`config.mk`:
```
export PLATFORM = sky130hd
export DESIGN_NAME = cpu_step_controller_flat
export DESIGN_NICKNAME = d
export VERILOG_FILES = /design/src/rtl/cpu_step_if.sv /design/src/rtl/cpu_step_controller.sv /design/src/flat_wrapper.sv
export SDC_FILE = /design/constraint.sdc
export NUM_CORES = 1
export LEC_CHECK = 0
export ABC_CLOCK_PERIOD_IN_PS = 2200
export CELL_PAD_IN_SITES_DETAIL_PLACEMENT = 1
export CELL_PAD_IN_SITES_GLOBAL_PLACEMENT = 1
export CORE_ASPECT_RATIO = 1.4
export CORE_MARGIN = 5
export CORE_UTILIZATION = 39
export DETAILED_ROUTE_END_ITERATION = 12
export PLACE_DENSITY_LB_ADDON = 0.25
export SLEW_MARGIN = 20
export SYNTH_ARGS = -nofsm -noshare
export SYNTH_HDL_FRONTEND = slang
export SYNTH_SLANG_ARGS = --single-unit
```
`constraint.sdc`:
```
create_clock -name clock -period 2.2 [get_ports clock]
set_clock_uncertainty 0.15 [all_clocks]
set_input_delay 0.44 -clock clock [delete_from_list [all_inputs] [get_ports clock]]
set_output_delay 0.44 -clock clock [all_outputs]
set_load 0.01 [all_outputs]
```
`src/rtl/cpu_step_if.sv`:
```
`default_nettype none
// ============================================================================
// Module      : cpu_step_if
// Description : Monitor <-> step controller bundle: step/run commands, CPU
//               debug status in, tick enable and status/counters out.
// Revision    : 1.0 - initial release
// ============================================================================
interface cpu_step_if #(
    parameter int CNT_W = 16
) ();
    logic             cmd_cycle;
    logic             cmd_insn;
    logic             cmd_run;
    logic             cmd_stop;
    logic             clear_counts;
    logic             dbg_F0;
    logic             dbg_halt;
    logic             cpu_tick;
    logic             busy;
    logic             halted;
    logic             timeout;
    logic [CNT_W-1:0] cycle_count;
    logic [CNT_W-1:0] insn_count;

    modport master (
        output cmd_cycle, cmd_insn, cmd_run, cmd_stop, clear_counts,
        output dbg_F0, dbg_halt,
        input  cpu_tick, busy, halted, timeout, cycle_count, insn_count
    );

    modport slave (
        input  cmd_cycle, cmd_insn, cmd_run, cmd_stop, clear_counts,
        input  dbg_F0, dbg_halt,
        output cpu_tick, busy, halted, timeout, cycle_count, insn_count
    );
endinterface
`default_nettype wire

```
`src/rtl/cpu_step_controller.sv`:
```
`default_nettype none
// ============================================================================
// Module      : cpu_step_controller
// Description : Owns the CPU advance enable; single-cycle, single-instruction
//               and free-run stepping with halt detection and watchdog.
// Revision    : 1.0 - initial release
// ============================================================================
module cpu_step_controller #(
    parameter int RUN_DIV   = 4,
    parameter int CNT_W     = 16,
    parameter int MAX_TICKS = 64
) (
    input  wire logic  clock,
    input  wire logic  reset,
    cpu_step_if.slave  bus
);
    localparam int TICK_W    = $clog2(MAX_TICKS + 1);
    localparam int WAIT_W    = $clog2(RUN_DIV + 1);
    localparam int WAIT_LAST = (RUN_DIV > 2) ? (RUN_DIV - 3) : 0;

    typedef enum logic [2:0] {
        S_IDLE     = 3'd0,
        S_TICK     = 3'd1,
        S_SAMPLE   = 3'd2,
        S_RUN_WAIT = 3'd3,
        S_HALTED   = 3'd4
    } state_t;

    typedef enum logic [1:0] {
        M_CYCLE = 2'd0,
        M_INSN  = 2'd1,
        M_RUN   = 2'd2
    } mode_t;

    state_t             state_q,   state_d;
    mode_t              mode_q,    mode_d;
    logic [TICK_W-1:0]  tcnt_q,    tcnt_d;
    logic [WAIT_W-1:0]  wcnt_q,    wcnt_d;
    logic               stop_q,    stop_d;
    logic               timeout_q, timeout_d;
    logic               tick_q,    tick_d;
    logic [CNT_W-1:0]   ccnt_q,    ccnt_d;
    logic [CNT_W-1:0]   icnt_q,    icnt_d;

    always_ff @(posedge clock) begin
        if (reset) begin
            state_q   <= S_IDLE;
            mode_q    <= M_CYCLE;
            tcnt_q    <= '0;
            wcnt_q    <= '0;
            stop_q    <= 1'b0;
            timeout_q <= 1'b0;
            tick_q    <= 1'b0;
            ccnt_q    <= '0;
            icnt_q    <= '0;
        end else begin
            state_q   <= state_d;
            mode_q    <= mode_d;
            tcnt_q    <= tcnt_d;
            wcnt_q    <= wcnt_d;
            stop_q    <= stop_d;
            timeout_q <= timeout_d;
            tick_q    <= tick_d;
            ccnt_q    <= ccnt_d;
            icnt_q    <= icnt_d;
        end
    end

    always_comb begin
        state_d   = state_q;
        mode_d    = mode_q;
        tcnt_d    = tcnt_q;
        wcnt_d    = wcnt_q;
        stop_d    = stop_q;
        timeout_d = timeout_q;
        ccnt_d    = ccnt_q;
        icnt_d    = icnt_q;

        case (state_q)
            S_IDLE: begin
                if (bus.dbg_halt) begin
                    state_d = S_HALTED;
                end else if (bus.cmd_insn || bus.cmd_cycle || bus.cmd_run) begin
                    mode_d    = bus.cmd_insn  ? M_INSN  :
                                bus.cmd_cycle ? M_CYCLE : M_RUN;
                    state_d   = S_TICK;
                    tcnt_d    = '0;
                    stop_d    = 1'b0;
                    timeout_d = 1'b0;
                end
            end

            S_TICK: begin
                ccnt_d  = ccnt_q + CNT_W'(1);
                tcnt_d  = tcnt_q + TICK_W'(1);
                state_d = S_SAMPLE;
                if (bus.cmd_stop) stop_d = 1'b1;
            end

            // CPU state after the tick is visible here; first matching rule wins.
            S_SAMPLE: begin
                if (bus.dbg_F0) icnt_d = icnt_q + CNT_W'(1);
                if (bus.dbg_halt) begin
                    state_d = S_HALTED;
                end else if (stop_q || bus.cmd_stop) begin
                    state_d = S_IDLE;
                end else begin
                    case (mode_q)
                        M_CYCLE: state_d = S_IDLE;
                        M_INSN: begin
                            if (bus.dbg_F0) begin
                                state_d = S_IDLE;
                            end else if (tcnt_q == TICK_W'(MAX_TICKS)) begin
                                state_d   = S_IDLE;
                                timeout_d = 1'b1;
                            end else begin
                                state_d = S_TICK;
                            end
                        end
                        default: begin
                            wcnt_d  = '0;
                            state_d = (RUN_DIV > 2) ? S_RUN_WAIT : S_TICK;
                        end
                    endcase
                end
            end

            // TICK and SAMPLE take two clocks; the rest of RUN_DIV is spent here.
            S_RUN_WAIT: begin
                if (bus.cmd_stop) begin
                    state_d = S_IDLE;
                end else if (wcnt_q == WAIT_W'(WAIT_LAST)) begin
                    state_d = S_TICK;
                end else begin
                    wcnt_d = wcnt_q + WAIT_W'(1);
                end
            end

            S_HALTED: begin
                if (!bus.dbg_halt) state_d = S_IDLE;
            end

            default: state_d = S_IDLE;
        endcase

        if (bus.clear_counts) begin
            ccnt_d = '0;
            icnt_d = '0;
        end
    end

    // Registered tick lines up exactly with the TICK state.
    assign tick_d = (state_d == S_TICK);

    assign bus.cpu_tick    = tick_q;
    assign bus.busy        = (state_q != S_IDLE) && (state_q != S_HALTED);
    assign bus.halted      = (state_q == S_HALTED);
    assign bus.timeout     = timeout_q;
    assign bus.cycle_count = ccnt_q;
    assign bus.insn_count  = icnt_q;
endmodule
`default_nettype wire

```
`src/flat_wrapper.sv`:
```
// flat-port wrapper written by rule: the top's interface ports become plain ports
module cpu_step_controller_flat 
#(
    parameter int RUN_DIV   = 4,
    parameter int CNT_W     = 16,
    parameter int MAX_TICKS = 64
)
  (clock, reset, bus_cmd_cycle, bus_cmd_insn, bus_cmd_run, bus_cmd_stop, bus_clear_counts, bus_dbg_F0, bus_dbg_halt, bus_cpu_tick, bus_busy, bus_halted, bus_timeout, bus_cycle_count, bus_insn_count);
  cpu_step_if #(.CNT_W(CNT_W)) bus_i ();
  input  wire logic clock;
  input  wire logic reset;
  input wire logic [$bits(bus_i.cmd_cycle)-1:0] bus_cmd_cycle;
  input wire logic [$bits(bus_i.cmd_insn)-1:0] bus_cmd_insn;
  input wire logic [$bits(bus_i.cmd_run)-1:0] bus_cmd_run;
  input wire logic [$bits(bus_i.cmd_stop)-1:0] bus_cmd_stop;
  input wire logic [$bits(bus_i.clear_counts)-1:0] bus_clear_counts;
  input wire logic [$bits(bus_i.dbg_F0)-1:0] bus_dbg_F0;
  input wire logic [$bits(bus_i.dbg_halt)-1:0] bus_dbg_halt;
  output wire logic [$bits(bus_i.cpu_tick)-1:0] bus_cpu_tick;
  output wire logic [$bits(bus_i.busy)-1:0] bus_busy;
  output wire logic [$bits(bus_i.halted)-1:0] bus_halted;
  output wire logic [$bits(bus_i.timeout)-1:0] bus_timeout;
  output wire logic [$bits(bus_i.cycle_count)-1:0] bus_cycle_count;
  output wire logic [$bits(bus_i.insn_count)-1:0] bus_insn_count;
  assign bus_i.cmd_cycle = bus_cmd_cycle;
  assign bus_i.cmd_insn = bus_cmd_insn;
  assign bus_i.cmd_run = bus_cmd_run;
  assign bus_i.cmd_stop = bus_cmd_stop;
  assign bus_i.clear_counts = bus_clear_counts;
  assign bus_i.dbg_F0 = bus_dbg_F0;
  assign bus_i.dbg_halt = bus_dbg_halt;
  assign bus_cpu_tick = bus_i.cpu_tick;
  assign bus_busy = bus_i.busy;
  assign bus_halted = bus_i.halted;
  assign bus_timeout = bus_i.timeout;
  assign bus_cycle_count = bus_i.cycle_count;
  assign bus_insn_count = bus_i.insn_count;
  cpu_step_controller #(.RUN_DIV(RUN_DIV), .CNT_W(CNT_W), .MAX_TICKS(MAX_TICKS)) u_core (.clock(clock), .reset(reset), .bus(bus_i));
endmodule
```
==> reports/qor.txt <==
Async set or reset register ratio after synthesis = 0%
Chip height = 104 um
Crit-path max FO = 8
Final WL = 6820 um
Period minus WS final = 2.10 ns
Clock-pin slew on the worst setup and hold paths = 0.09 ns
Post-synth EDFFs = 0
Yosys Warn Count = 0
Initial Utilization = 39.7%
Gpl congestion = 0.779
Final setup vio count = 0
Clock sinks = 50
Overall Power = 1.64 mW
Cell area after layout = 3270 sq um
WP data required = 1.61 ns
Post-synthesis sequential area ratio = 40.5%
Most numerous cell in the Yosys netlist = dfxtp_1
# DRC = 0
Placed cell count = 420
# port buffers = 44
Die area = 8040 sq um
Peak supply drop = 0.341 mV
Worst-Margin Slew = 0.551 ns
Core region area = 6210 sq um
Fin cells = 428
Initial DRC Count = 76
First-pass GRT wire length = 11800 um
Slew Limit Fails = 0
FP Rows = 34
Gate Count Post-Synth = 285
Total Routing Usage GR = 17.3%
Gr ovfl total = 0
Reported max-cap violation count = 0
Multi-input logic area = 1380 sq um
Area Growth Syn to Fin = 32.6%
TritonCTS Buffers = 5
Final hold vios = 0
Pin count of the biggest net entering global routing = 18
Max clock buf depth = 2
TritonRoute pass-1 iters = 4
Fillers = 743
Clock latency on the worst-skew pair = 0.30 ns
Post-Place Cell Area = 3180 sq um
Detail Route met2 WL = 3650 um
Final nets = 370
FMAX = 476 MHz
N_diodes = 0
Synthesized Nets = 300
Uppermost layer routed = met4
Mapped Area = 2470 sq um
Top post-synthesis cells by count = dfxtp_1 (50), nor2_1 (38), nand2_1 (20), a21oi_1 (16)
FF/Latch Area = 1000 sq um
Status = complete, no violations
Vias = 2354
Vias/cell = 5.50
Routed length on met1 = 2850 um
TNS Setup = 0 ns
Postcts setup bufs = 0
Synth Flop Type = dfxtp_1
Die W = 77.2 um
R2R Setup Slk = 0.23 ns
CTS root buffer = clkbuf_8
# IOs = 45
CTS tree = done
Vias in the first global route = 2480
Antenna violations before repair = 0
Share of layout cells above drive strength 1 = 14.9%
CP Capture Type = output port
Critical Path Start Type = register
Critical Path AT = 1.51 ns
Hold slack = 0.343 ns
Tcrit/Tclk final = 95.4%
CP Class = reg2out
Hpwl dp = 5340 um
Seq cells post-synth = 50
Synth top area cells = dfxtp_1 (41%), nor2_1 (5.8%), xnor2_1 (3.5%)
H-tree levels = 2
Syn Area/Cell = 8.66 sq um
Final ANT Viol Nets = 0
Setup repair after global routing missed its margin = false
Hold_buf cts = 0
Power Density = 501 nW/um^2
Met3 routed WL = 212 um
DR WL/cell = 15.9 um
Distinct cells, synth = 52
Slew HR = 62.9%
Worst Hold Class = reg2reg
Synth top area share = 40.5%
Total leakage power = 1.19 nW
Dominant cell type by area after synthesis = dfxtp_1
[sequential cells by signal, indices dropped and copies added, names as in the netlist]
register and cells:
u_core.bus.insn_count 16, u_core.stop_q 1, u_core.bus.cpu_tick 1, u_core.bus.timeout 1, u_core.tcnt_q 7, u_core.wcnt_q 3, u_core.bus.cycle_count 16, u_core.mode_q 2
u_core.state_q 3
[stage by stage]
step	utilization, %	setup slack [ns]
after global routing	52.7	0.0237
after CTS	52.7	0.0349
after floorplan	-	0.307
after detailed placement	51.2	-0.118
after global placement	51.2	-0.0472
final	52.7	0.100
[area by class of cell]
cell class	instances	share of cell area, %
clock buffers	7	2.64
inverters	8	0.917
well taps	72	2.75
repair buffers	74	20.7
multi-input cells	216	42.2
clock inverters	1	0.153
flip-flops and latches	50	30.6
[power breakdown]
part | leakage [nW] | total (mW) | internal [mW] | switching [mW]
clock network | 0.0482 | 0.554 | 0.254 | 0.300
logic | 0.740 | 0.163 | 0.0782 | 0.0845
registers | 0.404 | 0.923 | 0.913 | 0.00916
total | 1.19 | 1.64 | 1.25 | 0.394
[layout by cell type (no fill, tap or decap), types with 2 or more instances in the layout]
cell / synthesis / final
dfxtp_1: 50 / 49
clkdlybuf4s50_1: 0 / 44
nor2_1: 38 / 37
buf_4: 0 / 29
nand2_1: 20 / 20
a21oi_1: 16 / 16
nand3_1: 10 / 10
xor2_1: 10 / 10
xnor2_1: 10 / 10
nand4_1: 9 / 9
or3_1: 9 / 9
inv_1: 8 / 8
o21ai_0: 8 / 8
nor3_1: 7 / 7
ha_1: 6 / 6
clkbuf_8: 0 / 6
and2_1: 5 / 5
nor4_1: 5 / 5
and3_1: 5 / 5
a31oi_1: 5 / 5
a41o_1: 5 / 5
or2_2: 4 / 4
a22oi_1: 4 / 4
nand2b_1: 3 / 3
or4_1: 3 / 3
o31ai_1: 3 / 3
and4bb_2: 2 / 2
mux2i_1: 2 / 2
nor4b_1: 2 / 2
nor4_2: 2 / 2
and4_1: 2 / 2
a31o_2: 2 / 2
[layer usage]
metal	global-route usage (%)	vias to the layer above
li1	-	1170
met1	20.1	1132
met2	31.8	43
met3	2.86	9
met4	4.91	0
met5	0	-
[cell families after synthesis]
logic type	count (synthesis)	synth area share [%]
mux	2	0.811
compound gates	51	13.8
flops	50	40.5
simple gates	137	31.1
buf+inv	19	3.60
fa+ha+maj	6	3.04
xor+xnor	20	7.10
[path summary, 6_finish.rpt]
kind                            to  cells after the start         startpoint
setup / recovery        bus_halted                      3  u_core.state_q[1]
hold reg to reg   u_core.wcnt_q[2]                      2   u_core.wcnt_q[2]
setup reg to reg  u_core.tcnt_q[4]                      4  u_core.state_q[1]
hold / removal    u_core.wcnt_q[2]                      2   u_core.wcnt_q[2]
[worst max-delay path: stages, from the launching register on]
cell	delay, ns
dfxtp_2	0.38
nor2_2	0.16
and2_1	0.14
clkdlybuf4s50_1	0.53
[what timing repair did]
action | 4_1_cts | 5_1_grt
cloned | 0 | 0
setup endpoints to repair | 2 | 1
hold endpoints to repair | 0 | 0
resized for setup | 1 | 1
No activity file was read; power rests on OpenSTA's default activity.
==> RTL edit (same settings) <==
The 5 states of `state_t` get a one-hot encoding in 5 bits.
--- a/src/rtl/cpu_step_controller.sv
+++ b/src/rtl/cpu_step_controller.sv
@@ -20,8 +20,8 @@
 
-    typedef enum logic [2:0] {
-        S_IDLE     = 3'd0,
-        S_TICK     = 3'd1,
-        S_SAMPLE   = 3'd2,
-        S_RUN_WAIT = 3'd3,
-        S_HALTED   = 3'd4
+    typedef enum logic [4:0] {
+        S_IDLE     = 5'b00001,
+        S_TICK     = 5'b00010,
+        S_SAMPLE   = 5'b00100,
+        S_RUN_WAIT = 5'b01000,
+        S_HALTED   = 5'b10000
     } state_t;
Function: same outputs for any inputs over 10 cycles, from zero or initial values and one cycle with reset high; not proved beyond that.
==> RTL edit against the original RTL <==
- sequential cell count is 2 higher
- core utilization is 0.17 points higher
- wire length is 3.7% higher
- global-route usage is 0.27 points lower
- register-to-register slack worse by 0.08 ns
- synthesized cell count is 8.4% higher
- power is 11% higher
- count of clock-buffer cells in the layout is 2 lower
- sequential power is 6.6% higher
- final area is 6.8% higher
- setup slack better by 0.052 ns
- area after synthesis is 8.1% higher
==> RTL edit: results (changes against the original RTL) <==
outcome completed; crit-path max FO 12 (+4); Seq/Total Area, Yosys 39.0% (-1.5 points); Initial DRC Count 130 (+71%); largest net degree at the start of global routing 32 (+14); P per Cell Area 519 mW/mm^2 (+3.6%); nets@finish 389 (+5.1%); FFs w/ async S/R, synth 0% (unchanged); met1 wire length 2900 um (+1.7%); commonest cells in the netlist dfxtp_1, a21oi_1, nand3_1, nor2_1, o31ai_1; hold_sp u_core.mode_q[0]; Leak Pwr 0.00117 uW (-1.4%); Skew-Pair Late Insertion Delay between 0.3 and 0.4 ns; fin crit share 93.1% (-2.3 points); VDD IR-drop max 0.311 mV (-8.8%); Top FF cell, synth dfxtp_1; crit-path max cell delay 0.50 ns (-0.03 ns); first-pass GRT wire length 11900 um (+1.1%); P_comb 284 uW (+74%); Crit-path slowest cell or4_1; GRT met2 Usage 32.9% (+1.1 points); Place WS -0.0629 ns (+0.0553 ns); GP Congestion 0.853 (+9.6%); vias after detailed routing 2598 (+10%); Wirelength per Cell 15.2 um (-4.7%); Met3 Wirelength 208 um (-1.9%); grt met3 use 2.43% (-0.43 points); Placed Area 0.00338 sq mm (+6.5%); GRT Resource Usage Total 17.0% (-0.27 points); Rel. slew slack 69.7% (+6.8 points); Reg2Reg Setup Slack 0.15 ns (-0.08 ns); NetSw 503 uW (+28%); Ys Warns 0 (unchanged); Worst Hold Path EP u_core.mode_q[0]; met2 wire len 3860 um (+6.0%); synth unique cells 43 (-17%); Critical Path Source u_core.state_q[4]; Top delay family on crit path simple AND/OR/NAND/NOR gates; vias per cell 5.58 (+1.4%); Seq pwr share 54.3% (-2.0 points); DP HPWL 5400 um (+1.2%); syn_nets 324 (+8.0%); Avg Inst Size Synth 8.64 sq um (-0.29%); IO Port Bufs 44 (unchanged); fraction of layout cells with a size suffix above 1 15.5% (+0.62 points); hold_ws 0.309 ns (-0.0342 ns); Max Used Layer met4; Worst R2R Path Depth 6 (+2); Setup Crit Path Kind reg -> reg; Placed Instances 458 (+9.0%); met1 Resource Use GR 18.5% (-1.5 points); Clock transition at path regs 0.10 ns; Reg2Reg Capture Point u_core.tcnt_q[5]; top cells by area, synth dfxtp_1, a21oi_1, o31ai_1, or4_1, xor2_1
[RTL edit: cell types whose count changed in the layout (fill, tap and decap cells not counted), sizes merged, moves of 9 or more]
cell	before	now
nor2	38	18
a21oi	17	30
or4	4	16
xnor2	10	1
nand3	10	19
o31ai	3	17
[RTL edit: cell families (layout without fill, tap and decap cells)]
kind of cell	count (synthesis)	count (layout)	synth area share (%)
buf+inv	24	89	3.89
compound gates	73	73	17.1
simple gates	136	136	31.0
mux	4	4	1.64
flops	52	52	39.0
fa+ha+maj	6	6	2.81
xor+xnor	14	14	4.59
[RTL edit: final cells by class]
cell class              count  area, sq um
clock inverters             2         12.5
inverters                   7         26.3
multi-input cells         233         1540
fillers                   785         3120
well taps                  92          115
clock buffers               5         68.8
flip-flops and latches     52         1050
repair buffers             75          683
[RTL edit: what timing repair did]
item / CTS / global route
resized for setup: 10 / 1
hold endpoints to repair: 0 / 0
endpoints found under the setup margin: 2 / 1
pin swaps: 1 / 0
buffers inserted: 1 / 0
